### src/rtl/fetch_stage.sv
// Instruction-fetch stage with IF/ID pipeline register for the 16-bit pipelined CPU.
// Issues one memory read at a time, parks one word while decode stalls, honours redirect and halt.
module fetch_stage #(
    parameter int              WORD     = 16,
    parameter logic [WORD-1:0] RESET_PC = 16'h0000,
    parameter logic [WORD-1:0] NOP_INST = 16'hF01C
) (
    input  logic            clk,
    input  logic            reset,
    output logic            i_readM,
    output logic [WORD-1:0] i_address,
    input  logic [WORD-1:0] i_data,
    input  logic            i_ready,
    input  logic            stall,
    input  logic            redirect,
    input  logic [WORD-1:0] redirect_pc,
    input  logic            halt,
    output logic            ifid_valid,
    output logic [WORD-1:0] ifid_inst,
    output logic [WORD-1:0] ifid_pc,
    output logic [WORD-1:0] ifid_next_pc,
    output logic [3:0]      ifid_opcode,
    output logic [5:0]      ifid_funct
);

    typedef enum logic [1:0] {
        S_REQ  = 2'd0,
        S_WAIT = 2'd1,
        S_HALT = 2'd2
    } state_t;

    state_t          state_r;
    logic [WORD-1:0] pc_r;
    logic            read_r;
    logic [WORD-1:0] buf_inst_r;
    logic [WORD-1:0] buf_pc_r;
    logic            ifid_valid_r;
    logic [WORD-1:0] ifid_inst_r;
    logic [WORD-1:0] ifid_pc_r;
    logic [WORD-1:0] ifid_next_pc_r;

    function automatic logic [WORD-1:0] pc_incr(input logic [WORD-1:0] v);
        return v + WORD'(1);
    endfunction

    // Fetch FSM, PC, one-word skid buffer and IF/ID register.
    always_ff @(posedge clk) begin
        if (reset) begin
            state_r        <= S_REQ;
            pc_r           <= RESET_PC;
            read_r         <= 1'b1;
            buf_inst_r     <= NOP_INST;
            buf_pc_r       <= {WORD{1'b0}};
            ifid_valid_r   <= 1'b0;
            ifid_inst_r    <= NOP_INST;
            ifid_pc_r      <= {WORD{1'b0}};
            ifid_next_pc_r <= {WORD{1'b0}};
        end else begin
            case (state_r)
                S_REQ: begin
                    if (halt) begin
                        state_r <= S_HALT;
                        read_r  <= 1'b0;
                    end else if (redirect) begin
                        // Data returning in this cycle belongs to the wrong path.
                        pc_r         <= redirect_pc;
                        ifid_valid_r <= 1'b0;
                        ifid_inst_r  <= NOP_INST;
                    end else if (i_ready) begin
                        pc_r <= pc_incr(pc_r);
                        if (stall) begin
                            buf_inst_r <= i_data;
                            buf_pc_r   <= pc_r;
                            state_r    <= S_WAIT;
                            read_r     <= 1'b0;
                        end else begin
                            ifid_valid_r   <= 1'b1;
                            ifid_inst_r    <= i_data;
                            ifid_pc_r      <= pc_r;
                            ifid_next_pc_r <= pc_incr(pc_r);
                        end
                    end else if (!stall) begin
                        ifid_valid_r <= 1'b0;
                        ifid_inst_r  <= NOP_INST;
                    end else begin
                        ifid_valid_r <= ifid_valid_r;
                    end
                end
                S_WAIT: begin
                    if (halt) begin
                        state_r <= S_HALT;
                        read_r  <= 1'b0;
                    end else if (redirect) begin
                        pc_r         <= redirect_pc;
                        ifid_valid_r <= 1'b0;
                        ifid_inst_r  <= NOP_INST;
                        state_r      <= S_REQ;
                        read_r       <= 1'b1;
                    end else if (!stall) begin
                        ifid_valid_r   <= 1'b1;
                        ifid_inst_r    <= buf_inst_r;
                        ifid_pc_r      <= buf_pc_r;
                        ifid_next_pc_r <= pc_incr(buf_pc_r);
                        state_r        <= S_REQ;
                        read_r         <= 1'b1;
                    end else begin
                        state_r <= S_WAIT;
                    end
                end
                S_HALT: begin
                    state_r <= S_HALT;
                    read_r  <= 1'b0;
                end
                default: begin
                    // Unreachable encoding: stop fetching until reset.
                    state_r      <= S_HALT;
                    read_r       <= 1'b0;
                    ifid_valid_r <= 1'b0;
                    ifid_inst_r  <= NOP_INST;
                end
            endcase
        end
    end

    assign i_readM      = read_r;
    assign i_address    = pc_r;
    assign ifid_valid   = ifid_valid_r;
    assign ifid_inst    = ifid_inst_r;
    assign ifid_pc      = ifid_pc_r;
    assign ifid_next_pc = ifid_next_pc_r;
    assign ifid_opcode  = ifid_inst_r[WORD-1 -: 4];
    assign ifid_funct   = ifid_inst_r[5:0];

endmodule

### config.mk
export PLATFORM = sky130hd
export DESIGN_NAME = fetch_stage
export DESIGN_NICKNAME = d
export VERILOG_FILES = /design/src/rtl/fetch_stage.sv
export SDC_FILE = /design/constraint.sdc
export NUM_CORES = 1
export LEC_CHECK = 0
export BUFFER_PORTS_ARGS = -buffer_cell sky130_fd_sc_hd__buf_2
export CORE_ASPECT_RATIO = 2
export CORE_MARGIN = 1.5
export CORE_UTILIZATION = 55
export CTS_CLUSTER_SIZE = 25
export DETAILED_ROUTE_END_ITERATION = 6
export GPL_ROUTABILITY_DRIVEN = 0
export PLACE_DENSITY = 0.88
export SYNTH_ARGS = -nofsm -noshare
export SYNTH_HDL_FRONTEND = slang
export SYNTH_SLANG_ARGS = --single-unit
### constraint.sdc
create_clock -name clk -period 3.3 [get_ports clk]
set_clock_uncertainty 0.15 [all_clocks]
set_input_delay 0 -clock clk [delete_from_list [all_inputs] [get_ports clk]]
set_output_delay 0 -clock clk [all_outputs]
set_load 0.01 [all_outputs]
==> results.ini, run 1 <==
[synthesis]
synth_nets=651
yosys_warnings=0
syn_area_per_cell_sq_um=7.91
ys_ff_latch=100
synth_ff_type=dfxtp_1
synth_area_leader_cell=dfxtp_1
yosysTopAreaCellShare_pct=41.4
synthCells=611
synth-seq-area-share_pct=41.4
synth-async-reset-ratio_pct=0
synth_area_leaders=dfxtp_1, nand2_1, nor2_1
synth_cell_types=53
synth_edf_count=0
synth_area_sq_um=4840

[sta]
hold_viol_final=0
timing.fmax_ghz=0.406
finalSetupViolCount=0
rsz0062_at_grt=no
setup_ws_ps=838
fin_setup_tns_ps=0
slew_violations=0
period_minus_slack_ps=2460
period_share_pct=74.6
relSlewSlack_pct=16.7
worstMarginPinSlew_ps=1250

[routing]
drc=0
vias=4947
routed_wl_um=13800
drtIter0Drc=571
wl_per_cell_um=16.9
viasPerCell=6.06
drtAntennaViolNets=0
first_pass_iters=6

[cells_and_area]
insertedDiodeCount=0
fillers=689
syn2layout_area_growth_pct=22.1
multi_input_area_sq_um=2520
drive_gt1_share_pct=19.8
final_nets=754
seq_area_sq_um=2000

[floorplanning]
dieHeight_um=136
die-width_um=69.3
io_pins=114
rows=48
core_area_sq_um=8590
design.die.area_sq_um=9400
start_util_pct=56.3

[clock_network]
cts_buffers=9
post_cts_buffers=0
cts_tree=done
clk_path_buf_depth=2
worstSkewPairLatency_ps=340
clk_pin_slew_ps=60
h-tree-depth=3
clkSinkCount=100
cts-root-buf=clkbuf_16

[power_and_ir_drop]
power.density_nw_per_um2=424
leakage_nw=2.31
vdd_ir_drop_max_mv=0.337

[setup_path]
cp_cell_sequence=nor2_1, and2_1, a21oi_2, nor2_1, a211o_1
path_delay_family=compound AO/OA/AOI/OAI gates
critPathSlowestCell=a21oi_2
slowest_delay_ps=780
end_kind=flop
cp_num_buf_inv=0
cp.arrival_ps=2540
critPathRequiredTime_ps=3380
cp_common_cell=nor2_1
cp-start-kind=flop
critPathMaxFanout=23
critical_path_class=reg -> reg

[min_path]
holdCritPathClass=in -> reg

[global_routing]
grt_max_degree=82
grt_usage_pct=29.1
grt_pass1_wl_um=22300
overflow=0
antenna_found_initial=0
grt_pass1_vias=4619

[place]
post-place-ws_ps=912
hpwl_um=9580
port_buffers=113

[outcome]
status=finished, final reports clean

[job]
cap_violations=0

[final timing paths]
path                                     from       endpoint  slack (ps)  cells after the start
worst max-delay path               state_r[1]   ifid_inst[2]         840                      5
worst min register to register  buf_inst_r[5]  buf_inst_r[5]         310                      2
worst max register to register     state_r[1]   ifid_inst[2]         840                      5
worst min-delay path                 redirect   i_address[0]          60                      3
[cells in the final DEF, fill, tap and decap left out, types with 10 or more instances in the layout]
cell type,n
nand3b_1,11
a22o_1,15
xnor2_1,16
nor3_1,14
dfxtp_1,100
buf_2,113
nand2_1,125
nor2_1,60
a21oi_1,39
a311oi_1,17
nand3_1,10
o21ai_0,18
a22oi_1,16
dlygate4sd3_1,36
[cells by family (layout without fill, tap and decap cells)]
family          Yosys count  in the layout  share of synthesized area (%)
simple gates            266            266                           25.0
fa+ha+maj                 2              2                          0.517
xor+xnor                 25             25                           4.53
buf+inv                  67            173                           6.75
flops                   100            100                           41.4
compound gates          149            149                           21.3
mux                       2              2                          0.414
[sequential cells by signal (all words and copies together), names as in the netlist]
name and count:
i_readM 1, ifid_next_pc 16, i_address 16, ifid_pc 16
ifid_inst 16, state_r 2, buf_pc_r 16, buf_inst_r 16
ifid_valid 1
[where the power goes]
part | internal (W) | total, W | leakage (nW) | switching, W
combinational | 0.000127 | 0.000284 | 1.38 | 0.000157
clock | 0.000522 | 0.000943 | 0.125 | 0.000420
sequential | 0.00124 | 0.00128 | 0.811 | 0.0000386
total | 0.00189 | 0.00250 | 2.31 | 0.000615
[metal layers]
metal | global-route usage [%] | up-vias | routed length, um
met5 | 0 | - | 0
met4 | 14.3 | 0 | 537
met3 | 4.84 | 46 | 853
met2 | 54.1 | 256 | 7420
met1 | 31.4 | 2299 | 5020
li1 | - | 2346 | -
[cell type report]
type | count | area share, %
flip-flops and latches | 100 | 33.9
well taps | 100 | 2.12
inverters | 2 | 0.127
multi-input cells | 444 | 42.8
clock buffers | 12 | 4.18
repair buffers | 157 | 16.7
clock inverters | 2 | 0.212
[worst min-delay path, cell delays in order]
cell,delay (ps)
buf_2,240
nand3_1,150
a31oi_1,90
[through the flow]
step	hold WS, ps	std cells	utilization, %	power [W]	area, sq um
2_1_floorplan	-25.9	611	-	0.00146	4840
3_3_place_gp	78.3	767	61.5	0.00154	5280
3_5_place_dp	85.1	767	61.5	0.00155	5280
4_1_cts	46.9	817	68.7	0.00251	5900
5_1_grt	86.2	817	68.7	0.00259	5900
6_report	56.5	817	68.7	0.00250	5900
[synth_stat cells, types with 2 or more instances]
cell type,number
a211o_1,8
buf_2,14
o22ai_1,7
nor4_1,4
o211ai_1,4
xor2_1,9
ha_1,2
clkbuf_1,36
nand3_1,10
a32oi_1,2
a311oi_1,17
nor2b_1,3
nor3_1,16
buf_6,2
a22oi_1,16
nand4_1,8
nand2b_1,9
dfxtp_1,100
nand2_1,125
mux2i_1,2
a21oi_1,40
nor2_1,60
inv_1,2
o31ai_1,4
buf_4,11
nand3b_1,11
and4_1,4
a21o_1,3
xnor2_1,16
or3_1,4
o21ai_0,18
a31oi_1,2
and3_1,5
a221o_1,4
a22o_1,15
[timing repair]
| action | in CTS | in global routing |
|---|---|---|
| resized for setup | 0 | 0 |
| hold endpoints to repair | 61 | 0 |
| hold buffers | 36 | 0 |
No activity file was read; power rests on OpenSTA's default activity.
==> run 2: changes to the inputs <==
Settings changed: ABC_AREA from default to 1, CORE_UTILIZATION 55 to 54, PLACE_DENSITY 0.88 to 0.87.
Clock period 3.3 ns to 2.6 ns, I/O delays scaled along.
==> run 2 against run 1 <==
Net effect: combinational power rose by 71%; routed wire length increased by 9.5%; area after synthesis rose by 1.7%; die area increased by 3.5%; register-to-register slack got worse by 590 ps; non-clock buffer count is 3 higher; design area increased by 3.5%; synthesized cell count grew 17%; cell count is 16% higher; critical path type unchanged; critical endpoint is now i_address[3].
==> results.ini, run 2 <==
[outcome]
status=finished, final reports clean

[power_and_ir_drop]
power.internal_w=0.00267
combPwrFrac_pct=13.4
clkPwrFrac_pct=40.4
leakage_nw=2.69
power_w=0.00363
vdd_ir_drop_max_mv=0.408
p_sw_w=0.000959
switching_share_pct=26.5
sequentialPowerShare_pct=46.2
power.density_nw_per_um2=593

[setup_path]
slowest_delay_ps=570
r2r_cells=7
critPathMaxFanout=17
end_kind=flop
reg2reg_slack_ps=240
cp-start-kind=flop
path_delay_family=buffers and inverters
cp.arrival_ps=2440
r2r-start=state_r[1]
cp_common_cell=inv_2
critPathRequiredTime_ps=2690
critPathSlowestCell=dlygate4sd3_1
cp_cell_sequence=inv_2, nand3_2, o21ai_2, inv_2, o211ai_1, a21oi_1, dlygate4sd3_1
cp_num_buf_inv=3
critical_path_class=reg -> reg
worstReg2RegEnd=i_address[3]

[floorplanning]
start_util_pct=55.3
die-width_um=70.5
dieHeight_um=138
core_area_sq_um=8890
design.die.area_sq_um=9730
io_pins=114
rows=49

[cells_and_area]
insertedDiodeCount=0
layout_common_cells=nand2_1, buf_2, dfxtp_1
fillers=687
final_nets=877
postLayoutCoreUtil_pct=68.8
final_cell_count_no_fill=944
syn2layout_area_growth_pct=24.2
final_common_cell=nand2_1
drive_gt1_share_pct=17.9

[min_path]
min_from=i_ready
hold_depth=4
min_to=ifid_inst[15]
holdCritPathClass=in -> reg

[synthesis]
synth-async-reset-ratio_pct=0
synth_ff_type=dfxtp_1
synth_area_leader_cell=dfxtp_1
ys_ff_latch=100
synth_commonest_cells=nand2_1, dfxtp_1, o21ai_0
synthCells=713
synth_area_leaders=dfxtp_1, nand2_1, o21ai_0
syn_area_per_cell_sq_um=6.90
synth_nets=753
synth_area_sq_um=4920
synth-seq-area-share_pct=40.7
synth.most_common_cell=nand2_1
synth_cell_types=38
synth_edf_count=0
yosys_warnings=0
yosysTopAreaCellShare_pct=40.7

[clock_network]
cts-root-buf=clkbuf_16
post_cts_buffers=0
h-tree-depth=3
cts_tree=done
cts_hold_buf=37
clkSinkCount=100
worstSkewPairLatency_ps=350
postCtsResizedCells=0
clk_path_buf_depth=2
clk_pin_slew_ps=70
cts_buffers=9

[global_routing]
grt_max_degree=56
antenna_found_initial=0
grt_pass1_wl_um=23900
grt_pass1_vias=5059
overflow=0
grt_usage_pct=31.1

[routing]
first_pass_iters=7
vias=5458
drtAntennaViolNets=0
viasPerCell=5.78
wl_per_cell_um=16.0
drc=0
drtIter0Drc=405
routed_wl_um=15100

[place]
hpwl_um=10600
port_buffers=113
dp.cells=891

[sta]
period_share_pct=90.6
relSlewSlack_pct=63.7
hold_viol_final=0
finalSetupViolCount=0
rsz0062_at_grt=no
period_minus_slack_ps=2360
fin_setup_tns_ps=0
worstMarginPinSlew_ps=544
timing.fmax_ghz=0.424
timing.hold.ws_ps=21.0
slew_violations=0

[job]
cap_violations=0

[run 2: changes by cell type in the layout (fill, tap and decap cells not counted), sizes merged, moves of 17 or more]
cell	change
a311oi	-17
nand2	+38
inv	+56
nand3	+50
o21ai	+63
a21oi	+31
[run 2: through the flow]
step	cell area, sq um	worst slack (ps)
global route	6110	121
CTS	6110	258
floorplan	4920	955
detailed placement	5420	607
finish	6110	244
global placement	5420	716
[run 2: routing by layer]
layer | vias up | GRT usage [%] | wire length [um]
li1 | 2621 | - | -
met1 | 2476 | 32.2 | 5270
met4 | 0 | 20.7 | 837
met2 | 294 | 55.9 | 8060
met3 | 67 | 5.89 | 974
met5 | - | 0 | 0
[run 2: worst max-delay path by stage]
| stage | from | depth (start not counted) | slack (ps) | endpoint |
|---|---|---|---|---|
| 3_5_place_dp | state_r[1] | 8 | 610 | ifid_next_pc[13] |
| 3_3_place_gp | state_r[1] | 8 | 720 | ifid_next_pc[3] |
| 6_report | state_r[1] | 7 | 240 | i_address[3] |
| 4_1_cts | state_r[1] | 7 | 260 | i_address[3] |
| 2_1_floorplan | i_address[1] | 8 | 960 | ifid_next_pc[6] |
| 5_1_grt | state_r[1] | 7 | 120 | i_address[3] |
[run 2: worst reg2reg max path: stages (launching register included)]
cell and delay [ps]:
dfxtp_1 370, inv_2 180, nand3_2 260, o21ai_2 330, inv_2 180, o211ai_1 130
a21oi_1 70, dlygate4sd3_1 570
[run 2: power groups by stage]
stage                     Clock [W]  Sequential, W  Combinational, W
after floorplan                   0        0.00171          0.000274
after global placement            0        0.00170          0.000422
after detailed placement          0        0.00170          0.000433
after CTS                   0.00147        0.00167          0.000480
after global routing        0.00154        0.00168          0.000540
final                       0.00146        0.00168          0.000487
[run 2: area by class of cell]
type                    count  area, sq um  share of cell area (%)
multi-input cells         509         2430                    39.8
flip-flops and latches    100         2000                    32.8
repair buffers            160         1010                    16.5
clock buffers              11          243                    3.97
inverters                  57          216                    3.54
well taps                 102          128                    2.09
clock inverters             5         82.6                    1.35
[run 2: logic make-up after synthesis]
group | Yosys count | share of synthesized area [%]
flops | 100 | 40.7
fa+ha+maj | 2 | 0.509
simple gates | 309 | 26.2
compound gates | 188 | 20.9
buf+inv | 104 | 9.92
xor+xnor | 10 | 1.78
